`config.mk`:
```
export PLATFORM = sky130hd
export DESIGN_NAME = mb_port_initiator
export DESIGN_NICKNAME = d
export VERILOG_FILES = /design/src/rtl/mb_port_initiator.sv
export SDC_FILE = /design/constraint.sdc
export NUM_CORES = 1
export LEC_CHECK = 0
export CAP_MARGIN = 40
export CORE_MARGIN = 2
export CORE_UTILIZATION = 43
export DETAILED_ROUTE_END_ITERATION = 8
export GPL_TIMING_DRIVEN = 0
export PLACE_DENSITY = 0.79
export REMOVE_ABC_BUFFERS = 1
export SKIP_CTS_REPAIR_TIMING = 1
export SLEW_MARGIN = 20
export SYNTH_ARGS = -nofsm -noshare
export SYNTH_HDL_FRONTEND = slang
export SYNTH_SLANG_ARGS = --single-unit
```
`constraint.sdc`:
```
create_clock -name clk -period 2 [get_ports clk]
set_input_delay 0.6 -clock clk [delete_from_list [all_inputs] [get_ports clk]]
set_output_delay 0.6 -clock clk [all_outputs]
set_load 0.1 [all_outputs]
```
`src/rtl/mb_port_initiator.sv`:
```
// rtl/mb_port_initiator.sv - requester engine for one port of the multi-bank dual-port memory
//
// Purpose: accepts one read/write request at a time from the host, drives the
// memory port for exactly one cycle, waits the port's fixed latency, then
// presents a response until the host accepts it.
//
// Ports:
//   clk, rst                        clock, synchronous active-high reset
//   req_valid/req_ready             host request handshake (ready only in IDLE)
//   req_wr, req_addr, req_wdata     request type, address, write data
//   rsp_valid/rsp_ready             host response handshake
//   rsp_wr, rsp_rdata, rsp_err      response type echo, read data (0 for writes), error
//   mem_en, mem_we                  one-cycle access strobe and its write enable
//   mem_addr, mem_bank, mem_wdata   memory address, bank (upper 2 address bits), write data
//   mem_rdata, mem_rvalid           memory read data and its valid flag
//   busy                            high whenever not in IDLE
//
// Optional feature: define MB_INIT_RVALID_CHK_EN to flag reads whose
// mem_rvalid does not line up with the fixed read latency (rsp_err).
// Without it, mem_rvalid is ignored and rsp_err is tied low.

module mb_port_initiator #(
  parameter int DATA_WIDTH = 8,
  parameter int MEM_DEPTH  = 16,
  parameter int ADDR_WIDTH = $clog2(4 * MEM_DEPTH),
  parameter int WR_LATENCY = 10,
  parameter int RD_LATENCY = 5
) (
  input  logic                  clk,
  input  logic                  rst,
  input  logic                  req_valid,
  output logic                  req_ready,
  input  logic                  req_wr,
  input  logic [ADDR_WIDTH-1:0] req_addr,
  input  logic [DATA_WIDTH-1:0] req_wdata,
  output logic                  rsp_valid,
  input  logic                  rsp_ready,
  output logic                  rsp_wr,
  output logic [DATA_WIDTH-1:0] rsp_rdata,
  output logic                  rsp_err,
  output logic                  mem_en,
  output logic                  mem_we,
  output logic [ADDR_WIDTH-1:0] mem_addr,
  output logic [1:0]            mem_bank,
  output logic [DATA_WIDTH-1:0] mem_wdata,
  input  logic [DATA_WIDTH-1:0] mem_rdata,
  input  logic                  mem_rvalid,
  output logic                  busy
);

  localparam int MAX_LAT = (WR_LATENCY > RD_LATENCY) ? WR_LATENCY : RD_LATENCY;
  localparam int CNT_W   = $clog2(MAX_LAT + 1);

  localparam logic [CNT_W-1:0] WR_LOAD = CNT_W'(WR_LATENCY - 1);
  localparam logic [CNT_W-1:0] RD_LOAD = CNT_W'(RD_LATENCY - 1);
  localparam logic [CNT_W-1:0] CNT_ONE = CNT_W'(1);

  typedef enum logic [1:0] {IDLE, ISSUE, WAIT, RESP} state_t;

  state_t           state;
  logic [CNT_W-1:0] cnt;
  logic             lat_wr;

`ifndef MB_INIT_RVALID_CHK_EN
  logic unused_rvalid;
  assign unused_rvalid = mem_rvalid;
  assign rsp_err       = 1'b0;
`endif

  always_ff @(posedge clk) begin
    if (rst) begin
      state     <= IDLE;
      cnt       <= '0;
      lat_wr    <= 1'b0;
      req_ready <= 1'b1;
      busy      <= 1'b0;
      mem_en    <= 1'b0;
      mem_we    <= 1'b0;
      mem_addr  <= '0;
      mem_bank  <= '0;
      mem_wdata <= '0;
      rsp_valid <= 1'b0;
      rsp_wr    <= 1'b0;
      rsp_rdata <= '0;
`ifdef MB_INIT_RVALID_CHK_EN
      rsp_err   <= 1'b0;
`endif
    end else begin
      case (state)
        IDLE: begin
          // req_ready is registered high in IDLE, so req_valid alone completes the handshake.
          // The memory-side outputs are loaded here so they are live during the ISSUE cycle.
          if (req_valid) begin
            lat_wr    <= req_wr;
            mem_en    <= 1'b1;
            mem_we    <= req_wr;
            mem_addr  <= req_addr;
            mem_bank  <= req_addr[ADDR_WIDTH-1 -: 2];
            mem_wdata <= req_wdata;
            req_ready <= 1'b0;
            busy      <= 1'b1;
`ifdef MB_INIT_RVALID_CHK_EN
            rsp_err   <= 1'b0;
`endif
            state     <= ISSUE;
          end
        end

        ISSUE: begin
          mem_en <= 1'b0;
          cnt    <= lat_wr ? WR_LOAD : RD_LOAD;
          state  <= WAIT;
        end

        WAIT: begin
          // cnt reaches 0 in the cycle where read data is due (issue cycle + latency)
          if (cnt == '0) begin
            rsp_rdata <= lat_wr ? '0 : mem_rdata;
            rsp_wr    <= lat_wr;
            rsp_valid <= 1'b1;
`ifdef MB_INIT_RVALID_CHK_EN
            if (!lat_wr && !mem_rvalid) rsp_err <= 1'b1;
`endif
            state     <= RESP;
          end else begin
            cnt <= cnt - CNT_ONE;
`ifdef MB_INIT_RVALID_CHK_EN
            // rvalid arriving before the latency expires is sticky for this read
            if (!lat_wr && mem_rvalid) rsp_err <= 1'b1;
`endif
          end
        end

        RESP: begin
          if (rsp_ready) begin
            rsp_valid <= 1'b0;
            req_ready <= 1'b1;
            busy      <= 1'b0;
            state     <= IDLE;
          end
        end

        default: state <= IDLE;
      endcase
    end
  end

endmodule

```
Word level (Yosys, flattened, before mapping)
Cells that the tools add are included.
{"block": "word_totals", "register_bits": 36, "latchBits": 0, "ram_bits": 0, "mem_bits_ro": 0, "inputBits": 28, "out_inout_bits": 31, "elab_cells": 50, "n_memories": 0}
{"block": "op_classes", "addsub": 1, "mul": 0, "div_mod_pow": 0, "magnitude_cmp": 0, "n_eq_ne": 7, "shift": 0, "muxes": 17, "n_bitwise": 0, "reduce_logical": 13}
{"operator": "3-bit AND reduction", "count": 3}
{"operator": "4-bit two-way mux", "count": 2}
{"operator": "8-bit two-way mux", "count": 1}
{"operator": "2-bit inequality test (second input constant)", "count": 4}
{"operator": "1-bit case mux with 2 select lines", "count": 4}
{"operator": "2-bit case mux with 4 select lines", "count": 1}
{"operator": "4-bit case mux with 2 select lines", "count": 1}
{"operator": "2-bit AND reduction", "count": 4}
{"operator": "2-bit nonzero test", "count": 4}
{"operator": "2-bit two-way mux", "count": 3}
{"operator": "1-bit two-way mux", "count": 5}
{"operator": "2-bit == test (second input constant)", "count": 2}
{"operator": "4-bit zero test", "count": 1}
{"operator": "4-bit by 1-bit subtractor with 4-bit output (second input constant)", "count": 1}
{"operator": "2-bit by 1-bit == test with 1-bit output (second input constant)", "count": 1}
{"operator": "2-bit zero test", "count": 1}

Depth between registers and ports, before layout
Gate-level depths: netlist of run 1.
{"block": "depth", "word_depth": 3, "depth_mapped": 7, "mapped_depth_nobuf": 5}

Worst setup path before layout of run 1
Ideal clock, no wire load.
{"block": "synth_timing", "kind": "flip-flop to output port", "from": "reg, netlist name mem_addr[4]", "to": "out mem_bank[0]", "arrival_ps": 1373, "t_required_ps": 1400, "slack_ps": 27, "stages_incl_launch_ff": 2, "path_buffers": 1, "cell_sequence": "dfxtp_1 -> buf_4"}
{"item": "end: declaration", "line_no": "44", "rtl": "output logic [1:0] mem_bank,"}

Worst setup path in the final report of run 1
{"block": "layout_timing", "from": "reg state[0]", "to": "reg rsp_valid"}
{"block": "layout_between", "elab_chain_len": 3, "elab_cells_between_ends": 7, "classes_between": "eq/ne: 4; mux: 1; reduce/logical: 2"}
{"item": "start: declaration", "line_no": "60", "rtl": "state_t state;"}
{"item": "start signal: assignment", "line_no": "72", "rtl": "state <= IDLE;"}
{"item": "start signal: assignment", "line_no": "105", "rtl": "state <= ISSUE;"}
{"item": "start signal: assignment", "line_no": "112", "rtl": "state <= WAIT;"}
{"item": "2-bit == test", "line_no": "89", "rtl": "case (state)"}
{"item": "2-bit inequality test (no line) / 2-bit nonzero test (equally long branches)"}
{"item": "3-bit AND reduction (no line)"}
{"item": "end signal: assignment", "line_no": "82", "rtl": "rsp_valid <= 1'b0;"}
{"item": "end signal: assignment", "line_no": "120", "rtl": "rsp_valid <= 1'b1;"}
{"item": "end signal: assignment", "line_no": "136", "rtl": "rsp_valid <= 1'b0;"}
{"item": "end: declaration", "line_no": "36", "rtl": "output logic rsp_valid,"}
Parallel ways exist; a longest one is shown, timed or not.
A chain may end at the register's enable or synchronous reset.

==> metrics, run 1 <==
worst path buffer plus inverter count=1; classification of the worst setup path=register to register; number of remaining DRC errors=0; reg2reg end=rsp_valid$_SDFFE_PP0P_; reg2reg start=state[0]$_SDFFE_PP0P_; number of sinks handled by clock tree synthesis=34; top achievable clock speed=0.576 GHz; Setup violations, final=0; power per cell area=1420 nW/um^2; Maximum Capacitance Violations=0; most instantiated library cell after synthesis=nand2_1; Worst Setup End Kind=register; Synth-to-Final Area Change=73.9%; share of layout cells above drive strength 1=18.7%; gr ovfl total=0; max-slew violation total from the final report=0; count of port buffers added during placement=56; end-of-flow core utilization=78.6%; final-stage net count=280; area used by multi-input combinational logic=748 sq um; clock slew seen by the registers of the worst setup and hold paths=0.10 ns; average wire per standard cell=15.3 um; DRT iter0 DRCs=61; clock insertion delay at the later pin of the skew report=0.34 ns; number of global-route vias before repair=1554; cell with the largest stage delay on the worst path=and4bb_2; fraction of post-synthesis cell area in the top cell type by area=44.4%; total CTS buffers=5; routability congestion estimate from global placement=0.753; data required time of the worst path=2.25 ns; Post-Synthesis Cell Area=1530 sq um; data arrival time of the critical path=1.99 ns; Final HPWL DP=3.10 mm; setup slack, reg-to-reg=0.26 ns; number of cells on the critical path=5; area of the die=4060 sq um; maximum root-to-sink buffer count=2; class of the tightest hold or removal check=register to register; Most used DFF post-synth=dfxtp_1; Worst Tran Pin Value=0.647 ns; Antenna diodes=0; total power=0.00379 W; number of different library cells in the post-synthesis netlist=34; fraction of the yosys area taken by sequential cells=44.4%; number of vias in the routed layout=1511; number of H-tree levels=2; top-level I/O count=59; dominant cell type by area after synthesis=dfxtp_1; CTS Root Buffer Type=clkbuf_4; Max IR drop VDD=889 uV; Row Count=21; wire length of the first global-routing pass=6.96 mm; flip-flop and latch count after synthesis=34; number of detailed-route iterations in the first pass=4; capture point of the critical path=rsp_valid$_SDFFE_PP0P_; Synth area leaders=dfxtp_1 44%, nand2_1 11%, a21oi_1 10%; total global-route track usage=22.2%; Period minus WS final=1.74 ns; post-synthesis instance total=181; sequential standard cell area=684 sq um; Vert. Die Dim=63.7 um; kind of cell adding the most delay to the critical path=simple AND/OR/NAND/NOR gates; Slowest Stage Delay on Critical Path=0.47 ns; post-route clock skew=0.00549 ns; final wirelength=4.47 mm; Setup crit start=state[0]$_SDFFE_PP0P_; status=completed; post-route ant nets=0; Mapped Avg Cell Area=8.46 sq um; final number of hold-violating endpoints=0; leakage power=1.22 nW; EDFF count, synth=0; R2R cell count=5; async set-or-reset flop fraction in the synthesized netlist=0%; starting utilization of the core area=45.2%; Worst slew margin=56.8%; largest net degree at the start of global routing=36; clock tree from TritonCTS=yes; filler instances=195; antenna violations before repair=0; drt via density=5.17; width of the die=63.7 um; CP max FO=15; cell breakdown of the critical path=inv_1 > ha_2 > and4bb_2 > a21oi_1 > a311oi_1; share of the clock period used by the worst path=86.8%; unrepaired setup endpoints after global routing=no; floorplan core area=3390 sq um; crit start category=register; most numerous cell types in the synthesized netlist=44 x nand2_1, 34 x dfxtp_1, 31 x a21oi_1; warnings from Yosys=0
[layout by cell type, fill, tap and decap left out, drive strengths merged, types with 3 or more instances in the layout]
cell type      netlist  final
dfxtp               34     34
o21ai                5      5
a21oi               31     31
ha                   7      7
buf                  8     33
nand2               44     44
nand3b              10     10
clkdlybuf4s50        0     25
nor2                 3      3
inv                  6      6
clkbuf               6      6
dlymetal6s2s         0     13
[layout make-up]
class | count | share of cell area, %
timing repair buffer | 71 | 40.2
multi-input combinational | 127 | 28.1
sequential | 34 | 25.7
tap | 46 | 2.16
clock buffer | 6 | 1.55
clock inverter | 2 | 1.41
inverter | 6 | 0.846
[through the flow]
stage | setup TNS, ns | area [sq um] | hold WS [ns] | worst slack (ns) | cells
detailed placement | 0 | 2570 | 0.444 | 0.0310 | 299
global route | 0 | 2660 | 0.486 | 0.144 | 292
global placement | -7.84 | 2070 | 0.438 | -0.439 | 269
finish | 0 | 2660 | 0.459 | 0.264 | 292
floorplan | -0.674 | 1450 | 0.461 | -0.168 | 167
CTS | -1.35 | 2650 | 0.459 | -0.349 | 307
[report_power, final]
| group | switching [W] | internal [W] |
|---|---|---|
| clock | 0.000239 | 0.000264 |
| combinational | 0.00141 | 0.000882 |
| sequential | 0.000163 | 0.000831 |
| total | 0.00181 | 0.00198 |
[worst min path at each step]
| stage | startpoint | endpoint | cells past startpoint |
|---|---|---|---|
| floorplan | cnt[1]$_SDFFE_PP0P_ | cnt[1]$_SDFFE_PP0P_ | 2 |
| global placement | rsp_rdata[4]$_SDFFE_PP0P_ | rsp_rdata[4]$_SDFFE_PP0P_ | 2 |
| detailed placement | rsp_rdata[4]$_SDFFE_PP0P_ | rsp_rdata[4]$_SDFFE_PP0P_ | 2 |
| CTS | rsp_rdata[4]$_SDFFE_PP0P_ | rsp_rdata[4]$_SDFFE_PP0P_ | 2 |
| global route | rsp_rdata[2]$_SDFFE_PP0P_ | rsp_rdata[2]$_SDFFE_PP0P_ | 2 |
| finish | rsp_rdata[0]$_SDFFE_PP0P_ | rsp_rdata[0]$_SDFFE_PP0P_ | 2 |
[worst register-to-register path, stage by stage, from the launching register on]
cell and delay, ns:
dfxtp_1 0.35, inv_1 0.11, ha_2 0.38, and4bb_2 0.47, a21oi_1 0.11, a311oi_1 0.23
[sequential cells by signal (all words and copies together), names as in the netlist]
register,count
busy,1
cnt,4
lat_wr,1
mem_addr,6
mem_en,1
mem_wdata,8
req_ready,1
rsp_rdata,8
rsp_valid,1
rsp_wr,1
state,2
[per-layer routing]
layer | share of wire (%) | up-vias | GRT usage, %
li1 | - | 734 | -
met1 | 39 | 712 | 24.5
met4 | 2.8 | 0 | 9.51
met2 | 53 | 53 | 38.8
met3 | 4.7 | 12 | 6.96
met5 | 0 | - | 0
[cells by family (layout without fill, tap and decap cells)]
kind of cell | count (synthesis) | count (layout) | synth area share (%)
other | 1 | 1 | 0.245
adders and majority gates | 7 | 7 | 5.72
AOI/OAI and AO/OA | 46 | 46 | 17.8
muxes | 2 | 2 | 1.31
buffers and inverters | 20 | 85 | 6.86
DFF | 34 | 34 | 44.4
and+or+nand+nor | 71 | 71 | 23.6
Power figures use the tool's default switching activity.
==> run 2: changes to the inputs <==
Settings changed: PLACE_DENSITY 0.79 to 0.87.
==> metrics, run 2 (synthesized netlist as in run 1, its figures left out) <==
status=completed (unchanged); total CTS buffers=5 (unchanged); class of the tightest hold or removal check=register to register (unchanged); post-route ant nets=0 (unchanged); total global-route track usage=20.7% (was 22.2%); top-level I/O count=59 (unchanged); clock tree from TritonCTS=yes (unchanged); Worst Setup End Kind=output pin (was register); share of layout cells above drive strength 1=18.9% (was 18.7%); crit start category=register (unchanged); DRT iter0 DRCs=97 (was 61); starting utilization of the core area=45.2% (unchanged); max-slew violation total from the final report=0 (unchanged); clock insertion delay at the later pin of the skew report=0.34 ns (about the same); average wire per standard cell=14.6 um (was 15.3 um); area of the die=4060 sq um (unchanged); final number of hold-violating endpoints=0 (unchanged); Period minus WS final=1.74 ns (about the same); unrepaired setup endpoints after global routing=no (unchanged); maximum root-to-sink buffer count=2 (unchanged); setup total negative slack=0 ns (unchanged); number of detailed-route iterations in the first pass=5 (was 4); number of H-tree levels=2 (unchanged); width of the die=63.7 um (unchanged); power per cell area=1400 nW/um^2 (was 1420 nW/um^2); Maximum Capacitance Violations=0 (unchanged); registers with the most flip-flops=mem_wdata: 8 flops, rsp_rdata: 8 flops, mem_addr: 6 flops (unchanged); antenna violations before repair=0 (unchanged); Worst slew margin=57.1% (was 56.8%); CTS Root Buffer Type=clkbuf_4 (unchanged); floorplan core area=3390 sq um (unchanged); routability congestion estimate from global placement=0.808 (was 0.753); Final HPWL DP=2.96 mm (was 3.10 mm); Worst Tran Pin Value=0.644 ns (was 0.647 ns); drt via density=5.13 (was 5.17); filler instances=204 (was 195); post-route clock skew=0.00708 ns (was 0.00549 ns); number of global-route vias before repair=1529 (was 1554); Antenna diodes=0 (unchanged); wire length of the first global-routing pass=6.59 mm (was 6.96 mm); number of sinks handled by clock tree synthesis=34 (unchanged); largest net degree at the start of global routing=36 (unchanged); Vert. Die Dim=63.7 um (unchanged); final wirelength=4.23 mm (was 4.47 mm); gr ovfl total=0 (unchanged); clock slew seen by the registers of the worst setup and hold paths=0.10 ns (about the same); number of vias in the routed layout=1489 (was 1511); number of remaining DRC errors=0 (unchanged); setup slack, reg-to-reg=0.28 ns (was 0.26 ns); data required time of the worst path=1.40 ns (was 2.25 ns); Row Count=21 (unchanged); Hold WS=0.452 ns (was 0.459 ns); data arrival time of the critical path=1.14 ns (was 1.99 ns); classification of the worst setup path=register to output pin (was register to register); CP max FO=3 (was 15); share of the clock period used by the worst path=87.0% (was 86.8%); final-stage net count=278 (was 280); leakage power=1.20 nW (was 1.22 nW); Synth-to-Final Area Change=70.8% (was 73.9%); count of port buffers added during placement=56 (unchanged); most common library cell in the layout ignoring fill and taps=nand2_1 (unchanged); top library cells by usage in the layout, fill and taps aside=44 x nand2_1, 33 x dfxtp_1, 31 x a21oi_1, 28 x buf_12, 25 x clkdlybuf4s50_1 (was 44 x nand2_1, 33 x dfxtp_1, 31 x a21oi_1, 25 x clkdlybuf4s50_1, 25 x buf_12); end-of-flow core utilization=77.2% (was 78.6%); Max IR drop VDD=1060 uV (was 889 uV); Setup violations, final=0 (unchanged); top achievable clock speed=0.575 GHz (was 0.576 GHz)
-- run 2: report_power, final --
part           leakage [nW]  switching [W]  internal, W  total [W]
sequential            0.279       0.000160     0.000831   0.000991
combinational         0.885        0.00141     0.000861    0.00227
clock                0.0343       0.000234     0.000169   0.000403
total                  1.20        0.00180      0.00186    0.00366
-- run 2: metrics by stage --
| stage | std cells | setup WS, ns | total power, W | area (sq um) |
|---|---|---|---|---|
| 6_report | 290 | 0.261 | 0.00366 | 2620 |
| 5_1_grt | 290 | 0.137 | 0.00387 | 2620 |
| 4_1_cts | 307 | -0.317 | 0.00366 | 2600 |
| 3_5_place_dp | 299 | -0.0222 | 0.00325 | 2540 |
| 3_3_place_gp | 269 | -0.420 | 0.00281 | 2070 |
| 2_1_floorplan | 167 | -0.168 | 0.00240 | 1450 |
-- run 2: area by class of cell --
type | count | area [sq um] | area share (%)
multi-input combinational | 127 | 753 | 28.8
sequential | 34 | 684 | 26.2
clock buffer | 6 | 51.3 | 1.96
clock inverter | 2 | 12.5 | 0.478
inverter | 6 | 22.5 | 0.861
timing repair buffer | 69 | 1030 | 39.5
tap | 46 | 57.6 | 2.20
-- run 2: worst paths after layout --
check	cells after the start	startpoint	to
worst min-delay path	2	rsp_rdata[0]$_SDFFE_PP0P_	rsp_rdata[0]$_SDFFE_PP0P_
worst max-delay path	2	mem_addr[5]$_SDFFE_PP0P_	mem_bank[1]
worst min register to register	2	rsp_rdata[0]$_SDFFE_PP0P_	rsp_rdata[0]$_SDFFE_PP0P_
worst max register to register	5	state[0]$_SDFFE_PP0P_	rsp_valid$_SDFFE_PP0P_
-- run 2: critical path, stage by stage (launching register included) --
cell            delay [ns]
dfxtp_1               0.42
dlymetal6s2s_1        0.19
buf_12                0.19
-- run 2: layer usage --
layer  vias up  wire length (um)  global-route usage (%)
met5         -                 0                       0
met4         0                72                    7.34
met3         8               191                    6.07
met2        55              2290                    37.4
met1       700              1680                    22.9
li1        726                 -                       -
